### src/rtl/pulse_sync_rx_pkg.sv
// Shared types and helpers for the toggle-based pulse-crossing receiver.
// FSM encodings and seed-length derivation live here so top and bench agree.
package pulse_sync_rx_pkg;

   typedef enum logic {
      ST_SEED = 1'b0,
      ST_RUN  = 1'b1
   } state_e;

   // Seed counter must hold seed_len(4)-1 = 4 at the largest legal chain depth.
   localparam int SEED_CNT_W = 3;

   // Cycles spent in SEED: the chain must fill before its output is trusted.
   function automatic int seed_len(input int stages);
      return stages + 1;
   endfunction

endpackage

### src/rtl/pulse_sync_rx_sync_ff_chain.sv
// Plain asynchronous-input synchroniser: STAGES flops, no other logic.
// Latency STAGES cycles; no backpressure.
module sync_ff_chain #(
   parameter int STAGES = 2
) (
   input  logic clk_i,
   input  logic rst_ni,
   input  logic d_i,
   output logic q_o
);

   (* ASYNC_REG = "TRUE" *) logic [STAGES-1:0] sync_q;

   always_ff @(posedge clk_i or negedge rst_ni) begin
      if (!rst_ni) begin
         sync_q <= '0;
      end else begin
         sync_q <= {sync_q[STAGES-2:0], d_i};
      end
   end

   assign q_o = sync_q[STAGES-1];

endmodule

### src/rtl/pulse_sync_rx.sv
// Toggle-crossing receiver: sync, edge-to-pulse, saturating event queue, ack toggle.
// Pulse/count update SYNC_STAGES cycles after tog_in is sampled; consumer pops via evt_valid/evt_ready.
module pulse_sync_rx
   import pulse_sync_rx_pkg::*;
#(
   parameter int SYNC_STAGES = 2,
   parameter int CNT_W       = 4
) (
   input  logic             clk_out,
   input  logic             rst_n,
   input  logic             tog_in,
   output logic             ack_tog,
   output logic             pulse_out,
   output logic             evt_valid,
   input  logic             evt_ready,
   output logic [CNT_W-1:0] evt_cnt,
   output logic             ovf,
   input  logic             clr_ovf
);

   localparam logic [SEED_CNT_W-1:0] SEED_LAST = SEED_CNT_W'(seed_len(SYNC_STAGES) - 1);
   localparam logic [CNT_W-1:0]      CNT_MAX   = '1;

   logic                  tog_sync;
   state_e                state_q, state_d;
   logic [SEED_CNT_W-1:0] seed_cnt_q, seed_cnt_d;
   logic                  ref_q, ref_d;
   logic                  ack_q, ack_d;
   logic                  pulse_q, pulse_d;
   logic [CNT_W-1:0]      cnt_q, cnt_d;
   logic                  ovf_q, ovf_d;
   logic                  arrive;
   logic                  pop;
   logic                  ovf_set;

   sync_ff_chain #(
      .STAGES (SYNC_STAGES)
   ) u_sync (
      .clk_i  (clk_out),
      .rst_ni (rst_n),
      .d_i    (tog_in),
      .q_o    (tog_sync)
   );

   always_ff @(posedge clk_out or negedge rst_n) begin
      if (!rst_n) begin
         state_q    <= ST_SEED;
         seed_cnt_q <= '0;
         ref_q      <= 1'b0;
         ack_q      <= 1'b0;
         pulse_q    <= 1'b0;
         cnt_q      <= '0;
         ovf_q      <= 1'b0;
      end else begin
         state_q    <= state_d;
         seed_cnt_q <= seed_cnt_d;
         ref_q      <= ref_d;
         ack_q      <= ack_d;
         pulse_q    <= pulse_d;
         cnt_q      <= cnt_d;
         ovf_q      <= ovf_d;
      end
   end

   always_comb begin
      state_d    = state_q;
      seed_cnt_d = seed_cnt_q;
      ref_d      = ref_q;
      ack_d      = ack_q;
      pulse_d    = 1'b0;
      arrive     = 1'b0;
      unique case (state_q)
         // Adopt whatever level the sender left behind without raising an event.
         ST_SEED: begin
            if (seed_cnt_q == SEED_LAST) begin
               ref_d   = tog_sync;
               ack_d   = tog_sync;
               state_d = ST_RUN;
            end else begin
               seed_cnt_d = seed_cnt_q + SEED_CNT_W'(1);
            end
         end
         ST_RUN: begin
            if (tog_sync != ref_q) begin
               ref_d   = tog_sync;
               ack_d   = tog_sync;
               pulse_d = 1'b1;
               arrive  = 1'b1;
            end
         end
         default: state_d = ST_SEED;
      endcase
   end

   assign pop = evt_ready && (cnt_q != '0);

   always_comb begin
      cnt_d   = cnt_q;
      ovf_set = 1'b0;
      if (arrive && !pop) begin
         if (cnt_q == CNT_MAX) begin
            ovf_set = 1'b1;
         end else begin
            cnt_d = cnt_q + CNT_W'(1);
         end
      end else if (pop && !arrive) begin
         cnt_d = cnt_q - CNT_W'(1);
      end
      // A fresh overflow beats a simultaneous clear.
      ovf_d = ovf_set ? 1'b1 : (clr_ovf ? 1'b0 : ovf_q);
   end

   assign ack_tog   = ack_q;
   assign pulse_out = pulse_q;
   assign evt_cnt   = cnt_q;
   assign evt_valid = (cnt_q != '0);
   assign ovf       = ovf_q;

endmodule
### config.mk
export PLATFORM = sky130hd
export DESIGN_NAME = pulse_sync_rx
export DESIGN_NICKNAME = d
export VERILOG_FILES = /design/src/rtl/pulse_sync_rx_pkg.sv /design/src/rtl/pulse_sync_rx_sync_ff_chain.sv /design/src/rtl/pulse_sync_rx.sv
export SDC_FILE = /design/constraint.sdc
export NUM_CORES = 1
export LEC_CHECK = 0
export CAP_MARGIN = 0
export CORE_AREA = 2 2 39 41
export DETAILED_ROUTE_END_ITERATION = 8
export DIE_AREA = 0 0 41 43
export GPL_TIMING_DRIVEN = 0
export PLACE_DENSITY = 0.74
export SYNTH_ARGS = -nofsm -noshare
export SYNTH_HDL_FRONTEND = slang
export SYNTH_SLANG_ARGS = --single-unit
### constraint.sdc
create_clock -name clk_out -period 4.1 [get_ports clk_out]
set_clock_uncertainty 0.05 [all_clocks]
set_input_delay 0.41 -clock clk_out [delete_from_list [all_inputs] [get_ports clk_out]]
set_output_delay 0.41 -clock clk_out [all_outputs]
set_load 0.01 [all_outputs]
==> results of run 1 <==
cell usage in the layout, fill, tap and decap left out:
| cell type | n |
|---|---|
| o22ai_1 | 1 |
| o21ai_0 | 1 |
| a31o_2 | 1 |
| fa_1 | 1 |
| clkdlybuf4s50_1 | 12 |
| mux2i_1 | 1 |
| dfrtp_1 | 13 |
| clkinv_2 | 1 |
| clkbuf_4 | 3 |
| mux2_1 | 2 |
| inv_1 | 5 |
| mux2_2 | 1 |
| nand4_1 | 2 |
| nand2b_1 | 1 |
| or4_2 | 1 |
| xor2_1 | 4 |
| a21oi_1 | 3 |
| xnor2_1 | 1 |
| nand2_2 | 1 |
| o41ai_2 | 1 |
| a21o_2 | 2 |
| ha_1 | 4 |
| and2_1 | 1 |
| nor2_1 | 1 |
| nand2_1 | 1 |
power by group through the flow:
stage / sequential (uW) / clock, uW / combinational [uW]
floorplan: 203 / 0 / 88.6
global placement: 197 / 0 / 168
detailed placement: 199 / 0 / 172
CTS: 196 / 80.1 / 173
global route: 204 / 90.1 / 188
finish: 196 / 76.7 / 170
layout make-up:
type                       count  area, sq um
clock buffer                   3         22.5
tap                           16         20.0
inverter                       5         18.8
fill                         125          598
clock inverter                 1         5.00
sequential                    13          325
timing repair buffer          12          120
multi-input combinational     31          274
metrics by stage:
stage	area (sq um)	hold slack (ps)
floorplan	618	64.4
global placement	758	287
detailed placement	758	290
CTS	786	309
global route	786	323
finish	786	304
per-layer routing:
layer,GRT usage,vias up,part of all wire
met1,0.182,198,0.45
met4,0.0600,0,0.015
met3,0.0942,3,0.068
met5,0,-,0
met2,0.188,9,0.46
li1,-,202,-
flip-flops by register name (all words and copies together), names as in the netlist:
register	flops
ack_tog	1
evt_cnt	4
ovf	1
pulse_out	1
seed_cnt_q	3
state_q	1
u_sync.sync_q	2
worst paths after layout:
kind	startpoint	to	slack (ps)	depth (start not counted)
hold reg to reg	u_sync.sync_q[0]$_DFF_PN0_	u_sync.sync_q[1]$_DFF_PN0_	300	0
setup / recovery	evt_cnt[0]$_DFFE_PN0P_	evt_valid	1710	2
min in group asynchronous	rst_n	state_q$_DFF_PN0_	440	1
max in group asynchronous	rst_n	evt_cnt[1]$_DFFE_PN0P_	3190	1
hold / removal	u_sync.sync_q[0]$_DFF_PN0_	u_sync.sync_q[1]$_DFF_PN0_	300	0
setup reg to reg	evt_cnt[0]$_DFFE_PN0P_	evt_cnt[3]$_DFFE_PN0P_	1740	7
logic make-up (layout without fill, tap and decap cells):
group,Yosys count,in the layout
compound gates,9,9
xor+xnor,5,5
flops,13,13
fa+ha+maj,5,5
mux,4,4
buf+inv,5,21
simple gates,8,8
==> results.yml, run 1 <==
floorplanning:
  die_w_um: 41
  initial_core_util: 0.447
  ioPinCount: 13
  dieArea_sq_um: 1760
  rows: 14
  core_sq_um: 1380
  die_h_um: 43
power:
  switching_share: 0.342
  p_per_area_nw_per_um2: 564
  pwr-share-seq: 0.443
  intPower_uw: 292
  peakVddDrop_mv: 0.360
  power.switching_uw: 152
  finalPower_uw: 444
  clkPwrFrac: 0.173
  p_leak_uw: 0.000348
  combPwrFrac: 0.384
synth:
  ys_warn_count: 0
  synth_mux_area_frac: 0.0709
  ys_ff_latch: 13
  synth_common_cells: "13 x dfrtp_1, 5 x inv_1, 4 x ha_1, 4 x xor2_1, 3 x a21oi_1"
  avgSynthCellArea_sq_um: 12.6
  synthCells: 49
  synth_most_common_cell: "dfrtp_1"
  ys.flop_type: "dfrtp_1"
  ys_seq_area_frac: 0.526
  synth_simple_gate_area_frac: 0.0769
  synth.distinct_cells: 22
  synth.area.top_cells: "dfrtp_1 53%, ha_1 8.1%, xor2_1 5.7%, mux2_1 3.6%, fa_1 3.2%"
  yosysTopAreaCell: "dfrtp_1"
  synth_top_area_frac: 0.526
  synth_edf_count: 0
  synth-compound-area-share: 0.111
  synthAdderAreaFrac: 0.113
  synth_top_family_by_area: "adder cells"
  synth_area_sq_um: 618
  syn_nets: 59
  synthArstFlopShare: 1.00
  synth_xor_area_frac: 0.0709
final_layout:
  antennaDiodeCount: 0
  drive_gt1_frac: 0.169
  syn_to_final_growth_pct: 27.1
  nets: 76
  final_util: 0.568
  final_cells: 81
critical_path:
  slowest_stage: "or4_2"
  cp_num_buf_inv: 1
  crit_fanout: 7
  cp-start-kind: "flip-flop"
  crit_family: "simple AND/OR/NAND/NOR gates"
  path_cells: "or4_2 -> clkdlybuf4s50_1"
  worst_ep_arrival_time_ps: 1930
  end_kind: "output pin"
  cp.required_ps: 3640
  worstSetupPathType: "flip-flop to output pin"
  crit_path_max_incr_delay_ps: 680
cts:
  clockBufferDepth: 2
  cts_resized: 0
  post_cts.repair.setup_buffers: 0
  numCtsBuffers: 3
  h-tree-depth: 1
  clock_latency_ps: 280
  cts_hold_buf: 0
  clockRootBuffer: "clkbuf_4"
  path_clk_slew_ps: 70
  clkSinkCount: 13
  cts_tree: "done"
drt:
  route.detailed.wl_per_inst_um: 11.5
  drt_iter0_drc: 6
  wl_um: 929
  antenna_left: 0
  drc: 0
  vias_per_cell: 5.09
  firstDrtPassIters: 2
  vias: 412
timing:
  finalCritPeriodShare: 0.584
  slew_viol_final: 0
  fin_tns_setup_ps: 0
  setup_viol_count_final: 0
  slew_headroom: 0.626
  rsz0062_at_grt: "false"
  setup_ws_ps: 1710
  worst_pin_slew_ps: 559
  hold_viol: 0
  clock.fmax_mhz: 418
  period_needed_ps: 2390
global_route:
  grt.total_usage: 0.143
  antenna_found_initial: 0
  grt_pass1_wl_um: 1610
  grt_pass1_vias: 379
  grt_max_degree: 14
  grt_overflow: 0
placed_design:
  gp_congestion: 0.715
  pre_cts_slack_ps: 1750
  port_buffers: 12
  dp_hpwl_um: 724
  dp_cells: 77
run_status:
  outcome: "finished, final reports clean"
run:
  cap_violations: 0
min_path:
  hp-class: "flip-flop to flip-flop"
Note: power is estimated with default switching activity, not from simulation.
==> run 2: changes to the inputs <==
--- a/config.mk
+++ b/config.mk
@@ -6,11 +6,11 @@
 export NUM_CORES = 1
 export LEC_CHECK = 0
 export CAP_MARGIN = 0
-export CORE_AREA = 2 2 39 41
+export CORE_MARGIN = 2
+export CORE_UTILIZATION = 42
 export DETAILED_ROUTE_END_ITERATION = 8
-export DIE_AREA = 0 0 41 43
 export GPL_TIMING_DRIVEN = 0
-export PLACE_DENSITY = 0.74
+export PLACE_DENSITY = 0.7
 export SYNTH_ARGS = -nofsm -noshare
 export SYNTH_HDL_FRONTEND = slang
 export SYNTH_SLANG_ARGS = --single-unit
==> constraint.sdc (replaced) <==
create_clock -name clk_out -period 2 [get_ports clk_out]
set_clock_uncertainty 0.05 [all_clocks]
set_input_delay 0.2 -clock clk_out [delete_from_list [all_inputs] [get_ports clk_out]]
set_output_delay 0.2 -clock clk_out [all_outputs]
set_load 0.01 [all_outputs]
==> run 2 against run 1 <==
Effect of this change: cell count is 8.6% higher; the run now ends with negative setup slack left; non-clock buffer count is 8 higher; clock power is 110% higher; worst setup slack worse by 1800 ps.
==> results.yml, run 2 (synthesis results as in run 1) <==
run_status:
  outcome: "finished with violations"
  violations: "negative setup slack"
drt:
  antenna_left: 0
  drc: 0
  wl_um: 1170
  route.detailed.wl_per_inst_um: 13.3
  vias: 451
  drt_iter0_drc: 6
  vias_per_cell: 5.13
  firstDrtPassIters: 3
floorplanning:
  die_h_um: 42.4
  die_w_um: 42.4
  core_sq_um: 1330
  initial_core_util: 0.463
  ioPinCount: 13
  rows: 13
  dieArea_sq_um: 1790
timing:
  worst_pin_slew_ps: 579
  setup_viol_count_final: 2
  finalCritPeriodShare: 1.04
  setup_ws_ps: -73.7
  period_needed_ps: 2070
  fin_tns_setup_ps: -104
  hold_viol: 0
  slew_headroom: 0.613
  slew_viol_final: 0
  rsz0062_at_grt: "true"
  clock.fmax_mhz: 482
cts:
  clkSinkCount: 13
  h-tree-depth: 1
  path_clk_slew_ps: 80
  cts_tree: "done"
  clock_latency_ps: 270
  clockBufferDepth: 2
  numCtsBuffers: 3
  clockRootBuffer: "clkbuf_4"
run:
  cap_violations: 0
placed_design:
  place_area_sq_um: 790
  dp_hpwl_um: 772
  port_buffers: 12
  pre_cts_slack_ps: -144
  gp_congestion: 0.685
critical_path:
  slowest_stage: "dfrtp_2"
  worstSetupPathType: "flip-flop to flip-flop"
  crit_family: "flip-flops"
  cp_num_buf_inv: 1
  end_kind: "flip-flop"
  crit_fanout: 3
  cp-start-kind: "flip-flop"
  r2r-start: "evt_cnt[2]$_DFFE_PN0P_"
  crit_path_start: "evt_cnt[2]$_DFFE_PN0P_"
  cp.required_ps: 2110
  crit_path_max_incr_delay_ps: 440
  path_cells: "o41ai_4 -> nand2_2 -> buf_4 -> fa_2 -> xor2_1 -> mux2_1"
  worst_ep_arrival_time_ps: 2190
min_path:
  hp-class: "input pin to asynchronous set/reset pin"
global_route:
  grt_pass1_vias: 470
  grt_max_degree: 14
  grt_overflow: 0
  antenna_found_initial: 0
  grt.total_usage: 0.158
  grt_pass1_wl_um: 2010
final_layout:
  final_common_cell: "clkdlybuf4s50_1"
  syn_to_final_growth_pct: 43.3
  fin_area_sq_um: 886
  multi_input_area_sq_um: 314
  drive_gt1_frac: 0.356
  fill_cells: 110
  layout_common_cells: "11 x clkdlybuf4s50_1, 10 x dfrtp_1, 8 x buf_4, 5 x inv_1"
  seq_area_sq_um: 329
  antennaDiodeCount: 0
  nets: 84
  largest_register_ffs: 4
power:
  p_per_area_nw_per_um2: 1200
  p_leak_uw: 0.000385
  finalPower_uw: 1060
  peakVddDrop_mv: 0.677
run 2: cell types whose count changed in the layout (fill, tap and decap cells not counted), sizes merged:
| cell | change |
|---|---|
| buf | +8 |
| clkbuf | +1 |
| clkdlybuf4s50 | -1 |
| clkinv | -1 |
| dlygate4sd2 | +1 |
run 2: layer usage:
| metal | vias up | global-route usage | wire [um] |
|---|---|---|---|
| li1 | 217 | - | - |
| met3 | 2 | 0.0776 | 53 |
| met4 | 0 | 0.0750 | 11 |
| met5 | - | 0 | 0 |
| met2 | 11 | 0.265 | 651 |
| met1 | 221 | 0.163 | 457 |
run 2: repair_timing:
action	CTS	global route
setup endpoints to repair	3	2
hold buffers	0	0
pin swaps	1	1
cloned	0	0
buffers inserted	6	2
resized for setup	3	1
run 2: final cells by class:
class | count | share of cell area
tap | 15 | 0.0212
sequential | 13 | 0.371
timing repair buffer | 20 | 0.202
clock buffer | 4 | 0.0297
inverter | 5 | 0.0212
multi-input combinational | 31 | 0.355
run 2: path summary, 6_finish.rpt:
kind                       slack [ps]  cells after the start                         end
max in group asynchronous        1250                      1      evt_cnt[1]$_DFFE_PN0P_
min in group clk_out              310                      0  u_sync.sync_q[1]$_DFF_PN0_
min reg2reg                       310                      0  u_sync.sync_q[1]$_DFF_PN0_
max reg2reg                       -70                      6      evt_cnt[2]$_DFFE_PN0P_
min                               240                      1      evt_cnt[3]$_DFFE_PN0P_
max                               -70                      6      evt_cnt[2]$_DFFE_PN0P_
run 2: where the power goes:
group | switching [uW] | internal (uW) | leakage (uW)
clock network | 82.8 | 77.3 | 0.0000150
registers | 60.4 | 322 | 0.000150
logic | 221 | 298 | 0.000221
total | 365 | 697 | 0.000385
run 2: metrics by stage:
step,instances,util,hold WS (ps)
3_5_place_dp,76,0.592,286
2_1_floorplan,49,-,-146
6_report,88,0.664,238
4_1_cts,86,0.647,249
5_1_grt,88,0.664,283
3_3_place_gp,76,0.592,293
